<file path="src/rtl/csa_acc_pkg.sv">
// Shared constants and FSM state encoding for the carry-save accumulator.
package csa_acc_pkg;

    localparam int unsigned WIDTH = 32;
    localparam int unsigned CNT_W = 16;

    localparam logic [CNT_W-1:0] CNT_MAX = '1;

    typedef enum logic [1:0] {
        ACC     = 2'd0,
        RESOLVE = 2'd1,
        HOLD    = 2'd2
    } state_t;

endpackage

</file>
<file path="src/rtl/cla32_adder.sv">
// 32-bit carry-lookahead adder built from eight 4-bit generate/propagate groups.
module cla32_adder (
    input  logic [31:0] a,
    input  logic [31:0] b,
    output logic [31:0] sum,
    output logic        cout
);

    localparam int unsigned GRP   = 4;
    localparam int unsigned NGRP  = 8;

    logic [31:0]     g;
    logic [31:0]     p;
    logic [NGRP-1:0] gg;
    logic [NGRP-1:0] gp;
    logic [NGRP-1:0] gc;
    logic            grp_run;
    logic            bit_run;

    assign g = a & b;
    assign p = a ^ b;

    // Group generate/propagate from the four bits of each group.
    always_comb begin
        gg = '0;
        gp = '0;
        for (int k = 0; k < NGRP; k++) begin
            gg[k] = g[GRP*k+3]
                  | (p[GRP*k+3] & g[GRP*k+2])
                  | (p[GRP*k+3] & p[GRP*k+2] & g[GRP*k+1])
                  | (p[GRP*k+3] & p[GRP*k+2] & p[GRP*k+1] & g[GRP*k]);
            gp[k] = &p[GRP*k +: GRP];
        end
    end

    // Lookahead across groups yields each group's carry-in and the carry out.
    always_comb begin
        gc      = '0;
        grp_run = 1'b0;
        for (int k = 0; k < NGRP; k++) begin
            gc[k]   = grp_run;
            grp_run = gg[k] | (gp[k] & grp_run);
        end
        cout = grp_run;
    end

    always_comb begin
        sum     = '0;
        bit_run = 1'b0;
        for (int i = 0; i < 32; i++) begin
            if ((i % GRP) == 0) begin
                bit_run = gc[i/GRP];
            end
            sum[i]  = p[i] ^ bit_run;
            bit_run = g[i] | (p[i] & bit_run);
        end
    end

endmodule

</file>
<file path="src/rtl/csa_structural.sv">
// Bitwise 3:2 compressor: per-bit full adders, carry left unshifted (majority).
module csa_structural #(
    parameter int unsigned WIDTH = 32
) (
    input  logic [WIDTH-1:0] a,
    input  logic [WIDTH-1:0] b,
    input  logic [WIDTH-1:0] c,
    output logic [WIDTH-1:0] sum,
    output logic [WIDTH-1:0] carry
);

    for (genvar i = 0; i < WIDTH; i++) begin : g_fa
        assign sum[i]   = a[i] ^ b[i] ^ c[i];
        assign carry[i] = (a[i] & b[i]) | (a[i] & c[i]) | (b[i] & c[i]);
    end

endmodule

</file>
<file path="src/rtl/csa_accumulator.sv">
// Streaming multi-operand adder: redundant S/C accumulation, CLA resolve on last beat.
module csa_accumulator
    import csa_acc_pkg::*;
(
    input  logic             clk,
    input  logic             rst_n,
    input  logic             in_valid,
    output logic             in_ready,
    input  logic [WIDTH-1:0] in_data,
    input  logic             in_last,
    output logic             out_valid,
    input  logic             out_ready,
    output logic [WIDTH-1:0] out_sum,
    output logic             out_ovf,
    output logic [CNT_W-1:0] out_count
);

    state_t           state;
    state_t           next_state;
    logic [WIDTH-1:0] s_q;
    logic [WIDTH-1:0] c_q;
    logic             ovf_q;
    logic [CNT_W-1:0] cnt_q;
    logic [WIDTH-1:0] csa_sum;
    logic [WIDTH-1:0] csa_maj;
    logic [WIDTH-1:0] cla_sum;
    logic             cla_cout;
    logic             beat;

    csa_structural #(.WIDTH(WIDTH)) u_csa (
        .a     (s_q),
        .b     (c_q),
        .c     (in_data),
        .sum   (csa_sum),
        .carry (csa_maj)
    );

    cla32_adder u_cla (
        .a    (s_q),
        .b    (c_q),
        .sum  (cla_sum),
        .cout (cla_cout)
    );

    assign beat = in_valid & in_ready;

    always_ff @(posedge clk or negedge rst_n) begin
        if (!rst_n) begin
            state <= ACC;
        end else begin
            state <= next_state;
        end
    end

    // Handshake signals decode from state alone.
    always_comb begin
        next_state = state;
        in_ready   = 1'b0;
        out_valid  = 1'b0;
        case (state)
            ACC: begin
                in_ready = 1'b1;
                if (beat && in_last) begin
                    next_state = RESOLVE;
                end
            end
            RESOLVE: begin
                next_state = HOLD;
            end
            HOLD: begin
                out_valid = 1'b1;
                if (out_ready) begin
                    next_state = ACC;
                end
            end
            default: begin
                next_state = ACC;
            end
        endcase
    end

    // Dropped MSB carries and the final CLA carry together give exact overflow.
    always_ff @(posedge clk or negedge rst_n) begin
        if (!rst_n) begin
            s_q       <= '0;
            c_q       <= '0;
            ovf_q     <= 1'b0;
            cnt_q     <= '0;
            out_sum   <= '0;
            out_ovf   <= 1'b0;
            out_count <= '0;
        end else begin
            case (state)
                ACC: begin
                    if (beat) begin
                        s_q   <= csa_sum;
                        c_q   <= {csa_maj[WIDTH-2:0], 1'b0};
                        ovf_q <= ovf_q | csa_maj[WIDTH-1];
                        if (cnt_q != CNT_MAX) begin
                            cnt_q <= cnt_q + CNT_W'(1);
                        end
                    end
                end
                RESOLVE: begin
                    out_sum   <= cla_sum;
                    out_ovf   <= ovf_q | cla_cout;
                    out_count <= cnt_q;
                    s_q       <= '0;
                    c_q       <= '0;
                    ovf_q     <= 1'b0;
                    cnt_q     <= '0;
                end
                default: begin
                end
            endcase
        end
    end

endmodule
</file>
<file path="config.mk">
export PLATFORM = sky130hd
export DESIGN_NAME = csa_accumulator
export DESIGN_NICKNAME = d
export VERILOG_FILES = /design/src/rtl/csa_acc_pkg.sv /design/src/rtl/cla32_adder.sv /design/src/rtl/csa_structural.sv /design/src/rtl/csa_accumulator.sv
export SDC_FILE = /design/constraint.sdc
export NUM_CORES = 1
export LEC_CHECK = 0
export BUFFER_PORTS_ARGS = -buffer_cell sky130_fd_sc_hd__buf_2
export CAP_MARGIN = 30
export CELL_PAD_IN_SITES_DETAIL_PLACEMENT = 0
export CELL_PAD_IN_SITES_GLOBAL_PLACEMENT = 2
export CORE_MARGIN = 2
export CORE_UTILIZATION = 36
export CTS_BUF_LIST = sky130_fd_sc_hd__clkbuf_8
export CTS_CLUSTER_DIAMETER = 80
export DETAILED_ROUTE_END_ITERATION = 12
export HOLD_SLACK_MARGIN = 0.05
export PLACE_DENSITY = 0.88
export SLEW_MARGIN = 20
export SYNTH_ARGS = -nofsm -noshare
export SYNTH_HDL_FRONTEND = slang
export SYNTH_SLANG_ARGS = --single-unit
export TNS_END_PERCENT = 1
</file>
<file path="constraint.sdc">
create_clock -name clk -period 3.2 [get_ports clk]
set_clock_uncertainty 0.2 [all_clocks]
set_input_delay 0.64 -clock clk [delete_from_list [all_inputs] [get_ports clk]]
set_output_delay 0.64 -clock clk [all_outputs]
set_load 0.05 [all_outputs]
</file>
== After elaboration in Yosys (flattened, before gate mapping) ==
Cells that the tools add are included.

* Register bits after elaboration: 132
* Bits in writable memories: 0
* Memories kept: 0
* Bits of input ports: 37
* Bits in latches: 0
* Bits in read-only memories: 0
* Logic and storage cells: 427

* Order comparisons: 0
* Add/subtract/negate cells: 1
* Multipliers: 0
* Shifts and indexed selects: 0
* Div/mod/pow operators: 0
* Equal/unequal tests: 7
* Muxes and demuxes: 14
* Bitwise gates (word level): 384
* Reductions and logical operators: 13

{| class="wikitable"
|+ Operators with widths
! operator !! number
|-
| 1-bit bitwise AND || 167
|-
| 32-bit case mux with 2 select lines || 2
|-
| 1-bit bitwise OR || 120
|-
| 1-bit bitwise XOR || 95
|-
| 32-bit two-way mux || 2
|-
| 32-bit bitwise AND || 1
|-
| 16-bit two-way mux || 2
|-
| 16-bit case mux with 2 select lines || 1
|-
| 32-bit bitwise XOR || 1
|-
| 4-bit AND reduction || 7
|-
| 16-bit by 1-bit adder with 16-bit output, second input constant || 1
|-
| 16-bit != test, second input constant || 1
|-
| 2-bit != test, second input constant || 4
|-
| 2-bit case mux with 3 select lines || 1
|-
| 2-bit two-way mux || 2
|-
| 2-bit AND reduction || 2
|-
| 1-bit two-way mux || 3
|-
| 3-bit AND reduction || 1
|-
| 2-bit by 1-bit equality test with 1-bit output, second input constant || 1
|-
| 2-bit equality test, second input constant || 1
|-
| 2-bit logical NOT || 1
|-
| 1-bit case mux with 2 select lines || 1
|-
| 2-bit nonzero test || 1
|-
| 1-bit logical AND || 1
|}

== Logic depth before layout (Yosys ltp) ==
Gate-level depths: netlist (run 1).

* Depth in word-level cells: 24
* Depth in mapped cells: 12
* Mapped depth without buffers: 12

== Modules after synthesis ==
A second synthesis (run 1) with hierarchy kept.

* Cells, all modules: 617
* Area, all modules: 7034.2 um2

{| class="wikitable"
|+ Modules (own cells, without submodules)
! module !! instances !! sequential area each (um2) !! area each (um2) !! cells each
|-
| csa_accumulator || 1 || 3278.1 || 5112.4 || 465
|-
| cla32_adder || 1 || 0.0 || 1281.2 || 120
|-
| csa_structural || 1 || 0.0 || 640.6 || 32
|}

== Worst setup path before layout (run 1) ==
No wires, ideal clock.

* Path type: register to register
* From: reg s_q[13]
* To: reg out_sum[31]
* Slack: -0.018 ns
* Stages on the path, launching flop included: 13
* Clock period less this slack: 3.218 ns
* Data arrival time: 2.884 ns
* Setup time: 0.134 ns
* Cells stage by stage: dfrtp_1 ha_1 a211oi_1 o21bai_1 o21ai_0 a32oi_1 o21ai_1 nand2_1 fa_1 fa_1 fa_1 xnor2_1 o21ai_0

* Longest elaborated chain between the ends: 18

{| class="wikitable"
|+ Ends and longest elaborated chain
! item !! line !! source
|-
| start: declaration || csa_accumulator.sv:20 || <nowiki>logic [WIDTH-1:0] s_q;</nowiki>
|-
| start signal: assignment || csa_accumulator.sv:96 || <nowiki>s_q <= csa_sum;</nowiki>
|-
| 32-bit bitwise AND or 32-bit bitwise XOR (tied branches) || cla32_adder.sv:20, cla32_adder.sv:21 ||
|-
| 1-bit bitwise AND (on tied branches) || cla32_adder.sv:30, cla32_adder.sv:31 ||
|-
| 1-bit bitwise OR or 1-bit bitwise AND (tied branches) || cla32_adder.sv:30, cla32_adder.sv:31 ||
|-
| 1-bit bitwise OR || cla32_adder.sv:31 || <nowiki>| (p[GRP*k+3] & p[GRP*k+2] & p[GRP*k+1] & g[GRP*k]);</nowiki>
|-
| 1-bit bitwise OR (*) || cla32_adder.sv:42 || <nowiki>grp_run = gg[k] | (gp[k] & grp_run);</nowiki>
|-
| 1-bit bitwise AND (*) || cla32_adder.sv:42 ||
|-
| 1-bit bitwise OR (*) || cla32_adder.sv:42 ||
|-
| 1-bit bitwise AND (*) || cla32_adder.sv:42 ||
|-
| [... 2 more ...] || - ||
|-
| 1-bit bitwise OR (*) || cla32_adder.sv:42 ||
|-
| 1-bit bitwise AND (*) || cla32_adder.sv:55 || <nowiki>bit_run = g[i] | (p[i] & bit_run);</nowiki>
|-
| 1-bit bitwise OR (*) || cla32_adder.sv:55 ||
|-
| 1-bit bitwise AND (*) || cla32_adder.sv:55 ||
|-
| 1-bit bitwise OR (*) || cla32_adder.sv:55 ||
|-
| 1-bit bitwise AND (*) || cla32_adder.sv:55 ||
|-
| 1-bit bitwise OR (*) || cla32_adder.sv:55 ||
|-
| 1-bit bitwise XOR (*) || cla32_adder.sv:54 || <nowiki>sum[i] = p[i] ^ bit_run;</nowiki>
|-
| end signal: assignment || csa_accumulator.sv:105 || <nowiki>out_sum <= cla_sum;</nowiki>
|-
| end: declaration || csa_accumulator.sv:13 || <nowiki>output logic [WIDTH-1:0] out_sum,</nowiki>
|}

Mark *: on every way between the ends. The rest lies on a longest branch, timed or not.
A chain may end at the register's enable or synchronous reset.

== Worst setup path after layout (run 1) ==
* From: reg c_q[13]
* To: reg out_sum[31]

* Longest elaborated chain between the ends: 18

{| class="wikitable"
|+ Ends and longest elaborated chain
! item !! line !! source
|-
| start: declaration || csa_accumulator.sv:21 || <nowiki>logic [WIDTH-1:0] c_q;</nowiki>
|-
| start signal: assignment || csa_accumulator.sv:97 || <nowiki>c_q <= {csa_maj[WIDTH-2:0], 1'b0};</nowiki>
|-
| 32-bit bitwise AND or 32-bit bitwise XOR (tied branches) || cla32_adder.sv:20, cla32_adder.sv:21 ||
|-
| 1-bit bitwise AND (on tied branches) || cla32_adder.sv:30, cla32_adder.sv:31 ||
|-
| 1-bit bitwise OR or 1-bit bitwise AND (tied branches) || cla32_adder.sv:30, cla32_adder.sv:31 ||
|-
| 1-bit bitwise OR || cla32_adder.sv:31 ||
|-
| 1-bit bitwise OR (*) || cla32_adder.sv:42 ||
|-
| 1-bit bitwise AND (*) || cla32_adder.sv:42 ||
|-
| 1-bit bitwise OR (*) || cla32_adder.sv:42 ||
|-
| 1-bit bitwise AND (*) || cla32_adder.sv:42 ||
|-
| [... 2 more ...] || - ||
|-
| 1-bit bitwise OR (*) || cla32_adder.sv:42 ||
|-
| 1-bit bitwise AND (*) || cla32_adder.sv:55 ||
|-
| 1-bit bitwise OR (*) || cla32_adder.sv:55 ||
|-
| 1-bit bitwise AND (*) || cla32_adder.sv:55 ||
|-
| 1-bit bitwise OR (*) || cla32_adder.sv:55 ||
|-
| 1-bit bitwise AND (*) || cla32_adder.sv:55 ||
|-
| 1-bit bitwise OR (*) || cla32_adder.sv:55 ||
|-
| 1-bit bitwise XOR (*) || cla32_adder.sv:54 ||
|}

Marked as above.

==> key figures, run 1 <==
Status
  • Outcome: finished with violations
  • Violated checks: setup timing

Global routing
  • Grt total ovfl: 0
  • GRT Total Usage: 16.7%
  • Initial antenna violation count: 2
  • Vias in the first global route: 5334
  • Largest net degree at the start of global routing: 64
  • First-pass GRT wire length: 26.5 mm

STA
  • Fmax: 0.306 GHz
  • Period utilisation layout: 102%
  • Minimum clock period: around 3.3 ns
  • Final setup TNS: -0.107 ns
  • Slew @ Worst Pin: 0.789 ns
  • Pins Over Slew Limit: 0
  • Final Hold Viols: 0
  • Worst Slack Setup Final: -0.0636 ns
  • RSZ-0062 raised after global routing: true
  • Final setup violating endpoints: 2
  • Slew Limit Headroom: between 40% and 50%

Yosys
  • Post-synth top area share: 47.9%
  • YS warnings: 0
  • Largest cells by area after synthesis: dfrtp_1 (48%), fa_1 (16%), nand2_1 (8.0%)
  • Syn Area/Cell: 11.4 µm²
  • Gate Count Post-Synth: 598
  • Flops & latches, synth: between 100 and 150
  • Top FF cell, synth: dfrtp_1
  • Synthesized area: between 6000 and 7000 µm²
  • Syn_nets: approximately 700
  • EDFF count, synth: 0
  • Sequential cell area fraction in the yosys report: 47.9%
  • Asr flop ratio synth: 100%
  • Yosys cell types: between 40 and 50
  • Yosys top cell by area: dfrtp_1

Worst hold path
  • Hold/Removal Path Class: in -> async

Layout
  • Syn-to-layout area delta: 24.8%
  • Ratio of cells with drive above 1 in the final layout: between 20% and 30%
  • Area occupied by multi-input gates: around 3600 µm²
  • Fillers: 1781
  • FF+latch area: roughly 3300 µm²
  • Fin nets: 870

Placement
  • Worst slack, placed: -0.427 ns
  • Post-detail-place hpwl: between 10 and 15 mm
  • GPL Wtd Cong: ~0.83
  • Port Buffers: 87

Drt
  • Routed Antenna Nets: 0
  • Via count: 4970
  • WL/cell: 15.6 µm
  • Remaining DRCs: 0
  • Detailed Routing Iterations Pass 1: 4
  • Routed WL: roughly 16 mm
  • Routed vias/inst: between 4 and 5
  • Initial drt markers: roughly 220

Power
  • Net Switching: approximately 0.0034 W
  • Max IR drop VDD: 0.615 mV
  • Clock share of power: 18.2%
  • Cell-internal power: 0.00454 W
  • Leakage: 4.38 nW
  • PwrDens: between 900 and 1000 nW/µm²
  • Reg power frac: 33.5%
  • Switching Fraction: 42.7%
  • Gate power share: 48.3%

CTS
  • CTS Buf Count: 17
  • Worst skew pair latency: between 0.4 and 0.5 ns
  • Clock transition at the registers of the reported paths: roughly 0.08 ns
  • Clock buffer depth: 2
  • Cts hold-fix bufs: 0
  • Htree depth: 4
  • Root buffer cell: clkbuf_8
  • CTS Sinks: roughly 130
  • CTS tree: yes

Die
  • IO Pins: a little under 90
  • Die height: roughly 140 µm
  • DIE AREA: just over 20000 µm²
  • Chip width: between 100 and 150 µm
  • Row count: 50
  • Initial Util: around 37%
  • Core Area: about 19000 µm²

Setup path
  • CP startpoint: c_q[13]
  • Crit path capture type: register
  • Worst Path Required: between 3 and 4 ns
  • CP Max Fanout: 3
  • CP arrival: 3.44 ns
  • CP Class: reg -> reg
  • Kind of start point of the critical path: register
  • Worst r2r src: c_q[13]

Flow run
  • Max-cap violations: 0
sequential cells by signal, summed over array words and instances, names as in the netlist:
signal     flops
c_q           31
cnt_q         16
out_count     16
out_ovf        1
out_sum       32
ovf_q          1
s_q           32
state          2
layout by cell type (no fill, tap or decap), types with 9 or more instances in the layout:
cell type  synthesis  routed
a22o_1            59      59
nand2_1          146     145
fa_2               0      15
xor2_1            10      10
ha_1              33      32
nand4_1            9       9
inv_1              9      10
buf_2              8      86
dfrtp_1          131     131
a21oi_1           15      11
o21ai_0           19      15
clkbuf_8           0      20
fa_1              53      38
buf_4              0      68
nor2_1            22      21
layer usage:
| layer | global-route usage [%] | wire [µm] |
|---|---|---|
| met2 | 26.6 | 7410 |
| met1 | 22.6 | 7250 |
| met3 | 4.79 | 729 |
| met5 | 0 | 0 |
| met4 | 4.58 | 182 |
power groups by stage:
stage	Sequential, W	Clock, W	Combinational (W)
2_1_floorplan	0.00355	0	0.00151
3_3_place_gp	0.00265	0	0.00361
3_5_place_dp	0.00268	0	0.00370
4_1_cts	0.00266	0.00149	0.00380
5_1_grt	0.00274	0.00156	0.00425
6_report	0.00265	0.00144	0.00382
path summary, 6_finish.rpt:
kind | to | slack, ns | depth (start not counted)
worst max-delay path | out_sum[31] | -0.06 | 12
worst min-delay path | out_count[11] | 0.06 | 1
worst max register to register | out_sum[31] | -0.06 | 12
worst min register to register | out_count[6] | 0.27 | 2
max in group asynchronous | out_sum[5] | 1.94 | 2
min in group clk | state[1] | 0.20 | 2
per-stage QoR:
| stage | total power [W] | hold slack (ns) | area, µm² | instances | util [%] |
|---|---|---|---|---|---|
| 2_1_floorplan | 0.00506 | 0.144 | 6850 | 598 | - |
| 3_3_place_gp | 0.00626 | 0.253 | 7990 | 958 | 42.9 |
| 3_5_place_dp | 0.00637 | 0.257 | 7990 | 958 | 42.9 |
| 4_1_cts | 0.00795 | 0.0688 | 8490 | 993 | 45.5 |
| 5_1_grt | 0.00855 | 0.101 | 8530 | 993 | 45.7 |
| 6_report | 0.00792 | 0.0611 | 8530 | 995 | 45.8 |
cell usage after synthesis, types with 3 or more instances:
cell type	n
a21o_1	3
and3_1	4
dfrtp_1	131
a22o_1	59
fa_1	53
nand4_1	9
ha_1	33
a21oi_1	15
and2_1	4
nor2_1	22
nand2_1	146
inv_1	9
nand3_1	8
clkbuf_1	17
xor2_1	10
nor3_1	4
buf_2	8
xnor2_1	10
nor2b_1	3
o21ai_0	19
o21ai_1	7
cell families after synthesis:
| family | Yosys count | share of synthesized area [%] |
|---|---|---|
| buffers and inverters | 35 | 2.07 |
| adder cells (fa/ha/maj) | 86 | 21.6 |
| XOR/XNOR | 20 | 2.56 |
| AND/OR/NAND/NOR | 211 | 13.6 |
| flip-flops | 131 | 47.9 |
| AO/OA/AOI/OAI | 115 | 12.3 |
area by class of cell:
cell class,count,area share (%)
inverter,10,0.440
clock inverter,11,1.50
timing repair buffer,155,11.3
clock buffer,20,3.23
antenna,2,0.0587
multi-input combinational,432,41.7
sequential,131,38.4
tap,234,3.43
worst max-delay path: stages, from the launching register on:
cell,delay (ns)
dfrtp_1,0.40
ha_1,0.31
a211oi_2,0.24
o21bai_2,0.13
nor2_2,0.11
a32oi_2,0.16
o21ai_2,0.20
nand2_1,0.10
fa_2,0.36
fa_2,0.36
fa_2,0.37
xnor2_2,0.14
o21ai_1,0.12
repair_timing:
item / 4_1_cts / 5_1_grt
endpoints found under the setup margin: 9 / 11
pin swaps: 7 / 6
buffers inserted: 4 / 0
resized for setup: 21 / 11
No activity file was read; power rests on OpenSTA's default activity.
==> run 2: changes to the inputs <==
--- a/config.mk
+++ b/config.mk
@@ -8,9 +8,9 @@
 export BUFFER_PORTS_ARGS = -buffer_cell sky130_fd_sc_hd__buf_2
 export CAP_MARGIN = 30
 export CELL_PAD_IN_SITES_DETAIL_PLACEMENT = 0
-export CELL_PAD_IN_SITES_GLOBAL_PLACEMENT = 2
+export CELL_PAD_IN_SITES_GLOBAL_PLACEMENT = 1
 export CORE_MARGIN = 2
-export CORE_UTILIZATION = 36
+export CORE_UTILIZATION = 43
 export CTS_BUF_LIST = sky130_fd_sc_hd__clkbuf_8
 export CTS_CLUSTER_DIAMETER = 80
 export DETAILED_ROUTE_END_ITERATION = 12
==> run 2 against run 1 <==
  * The run still ends with setup timing left
  * Register-to-register slack lost 0.02 ns
  * Non-clock buffer count shrank 2
  * Core utilization grew 8.8 points
  * First-iteration DRC count grew 23%
  * Via count grew 1.3%
  * Fmax shrank 0.48%
  * Global-route usage grew 3.0 points
  * Die area shrank 16%
  * Critical path type unchanged
  * Critical endpoint unchanged
==> key figures, run 2 (synthesized netlist as in run 1, its figures left out) <==
STA
  • Pins Over Slew Limit: 0 (unchanged)
  • Final Hold Viols: 0 (unchanged)
  • Final setup TNS: -0.126 ns (-0.0186 ns)
  • Slew @ Worst Pin: 0.682 ns (-0.107 ns)
  • RSZ-0062 raised after global routing: true
  • Slew Limit Headroom: 54.4% (+7.0 points)
  • Worst Slack Setup Final: -0.0793 ns (-0.0156 ns)
  • Minimum clock period: 3.28 ns (+0.0156 ns)
  • Fmax: 0.305 GHz (-0.48%)
  • Final setup violating endpoints: 3 (+1)
  • Period utilisation layout: 102% (+0.49 points)

Status
  • Violated checks: setup timing
  • Outcome: finished with violations

Global routing
  • Met1 usage: 25.8% (+3.3 points)
  • Busiest layer in global routing: met2
  • Vias in the first global route: 5445 (+2.1%)
  • GR Util met3: 4.63% (-0.16 points)
  • GRT Total Usage: 19.7% (+3.0 points)
  • First-pass GRT wire length: 26.1 mm (-1.2%)
  • Initial antenna violation count: 2 (unchanged)
  • Largest net degree at the start of global routing: 52 (-19%)
  • Grt total ovfl: 0 (unchanged)
  • Met2 usage: 32.4% (+5.8 points)

Layout
  • Top Registers: out_sum (32), s_q (32), c_q (31)
  • ANT cells: 0 (-2)
  • Most frequent cells in the layout: nand2_1 (144), dfrtp_1 (131), buf_2 (86)
  • Syn-to-layout area delta: 25.3%
  • FF+latch area: 3280 µm² (unchanged)
  • Fin nets: 868 (-0.23%)
  • Fillers: 1370 (-23%)
  • Area occupied by multi-input gates: 3580 µm² (+0.70%)
  • Ratio of cells with drive above 1 in the final layout: 30.1% (+0.17 points)
  • Commonest non-fill, non-tap cell in the layout: nand2_1
  • Final std cell area, no fill: 8570 µm² (+0.44%)

CTS
  • Clock buffer depth: 2 (unchanged)
  • Clock transition at the registers of the reported paths: 0.08 ns (about the same)
  • CTS tree: yes
  • Htree depth: 4 (unchanged)
  • Worst skew pair latency: 0.45 ns (about the same)
  • Root buffer cell: clkbuf_8
  • CTS Sinks: 131 (unchanged)
  • CTS Buf Count: 17 (unchanged)

Power
  • PwrDens: 942 nW/µm² (+1.5%)
  • Leakage: 4.41 nW (+0.70%)
  • Max IR drop VDD: 0.520 mV (-15%)

Drt
  • Routed WL: 15.4 mm (-0.87%)
  • Routed vias/inst: 5.17 (+3.5%)
  • Detailed Routing Iterations Pass 1: 4 (unchanged)
  • Via count: 5036 (+1.3%)
  • Routed Antenna Nets: 0 (unchanged)
  • Initial drt markers: 265 (+23%)
  • Remaining DRCs: 0 (unchanged)
  • WL/cell: 15.8 µm (+1.3%)

Flow run
  • Max-cap violations: 0 (unchanged)

Setup path
  • Crit path buf inv count: 0 (unchanged)
  • Crit path capture type: register
  • CP Class: reg -> reg
  • CP arrival: 3.44 ns (about the same)
  • Slowest stage delay, CP: 0.41 ns (about the same)
  • Slowest cell on crit path: dfrtp_1
  • CP Max Fanout: 3 (unchanged)
  • Kind of start point of the critical path: register
  • CP most frequent cell: fa_2
  • Worst Path Required: 3.36 ns (about the same)
  • Crit-path cells: ha_4 -> a211oi_2 -> o21bai_2 -> o21ai_1 -> a32oi_2 -> o21ai_2 -> nand2_2 -> fa_2 -> fa_2 -> fa_2 -> xnor2_2 -> o21ai_1
  • CP delay by family, top: adder cells

Placement
  • Post-detail-place hpwl: 10.9 mm (-0.76%)
  • Worst slack, placed: -0.389 ns (+0.0378 ns)
  • Port Buffers: 87 (unchanged)
  • GPL Wtd Cong: 0.803 (-3.5%)
  • Cell area after placement: 7950 µm² (-0.50%)

Die
  • Core Area: 15700 µm² (-16%)
  • Die height: 130 µm (-8.3%)
  • Row count: 46 (-8.0%)
  • Chip width: 130 µm (-8.3%)
  • Initial Util: 43.5% (+6.8 points)
  • DIE AREA: 16900 µm² (-16%)
  • IO Pins: 88 (unchanged)

Worst hold path
  • Hold/Removal Path Class: in -> reg
## run 2: cell types whose count changed in the layout (fill, tap and decap cells not counted), moves of 3 or more
| cell | before | now |
|---|---|---|
| clkinvlp_4 | 5 | 2 |
| buf_4 | 68 | 64 |
| clkinv_2 | 0 | 4 |
| fa_1 | 38 | 42 |
| o21ai_0 | 15 | 12 |
| fa_2 | 15 | 11 |
## run 2: path summary, 6_finish.rpt
check                            from            end  slack (ns)  cells past startpoint
max                           c_q[13]    out_sum[31]       -0.08                     12
min                         out_ready       state[1]        0.22                      2
max reg2reg                   c_q[13]    out_sum[31]       -0.08                     12
min reg2reg                out_sum[8]     out_sum[8]        0.27                      2
max in group asynchronous       rst_n    out_sum[13]        1.45                      3
min in group asynchronous       rst_n  out_count[11]        0.55                      2
## run 2: per-layer routing
layer	vias up	routed length, µm
li1	2350	-
met1	2544	6880
met2	115	7420
met3	25	789
met4	2	345
met5	-	9
## run 2: timing repair
action	in CTS	in global routing
hold endpoints to repair	41	0
gates resized for setup	20	17
buffers inserted	2	3
hold buffers	1	0
endpoints found under the setup margin	8	11
pin swaps	10	17
## run 2: report_power, final
group	leakage [nW]	internal, W	total (W)	switching [W]
Clock	0.222	0.000889	0.00156	0.000673
Sequential	1.72	0.00222	0.00267	0.000456
Combinational	2.47	0.00157	0.00384	0.00227
## run 2: cell type report
cell class                      instances  area share (%)
Timing Repair Buffer                  153            11.2
Clock buffer                           19            3.05
Tap cell                              216            3.15
Multi-Input combinational cell        432            41.8
Sequential cell                       131            38.2
Inverter                               10           0.438
Clock inverter                         13            2.12
## run 2: metrics by stage
| stage | utilization (%) | cells | power [W] | hold WS, ns |
|---|---|---|---|---|
| after detailed placement | 50.6 | 936 | 0.00636 | 0.257 |
| final | 54.5 | 974 | 0.00808 | 0.217 |
| after floorplan | - | 598 | 0.00506 | 0.144 |
| after global routing | 54.5 | 974 | 0.00869 | 0.174 |
| after global placement | 50.6 | 936 | 0.00620 | 0.252 |
| after CTS | 53.9 | 971 | 0.00801 | 0.186 |
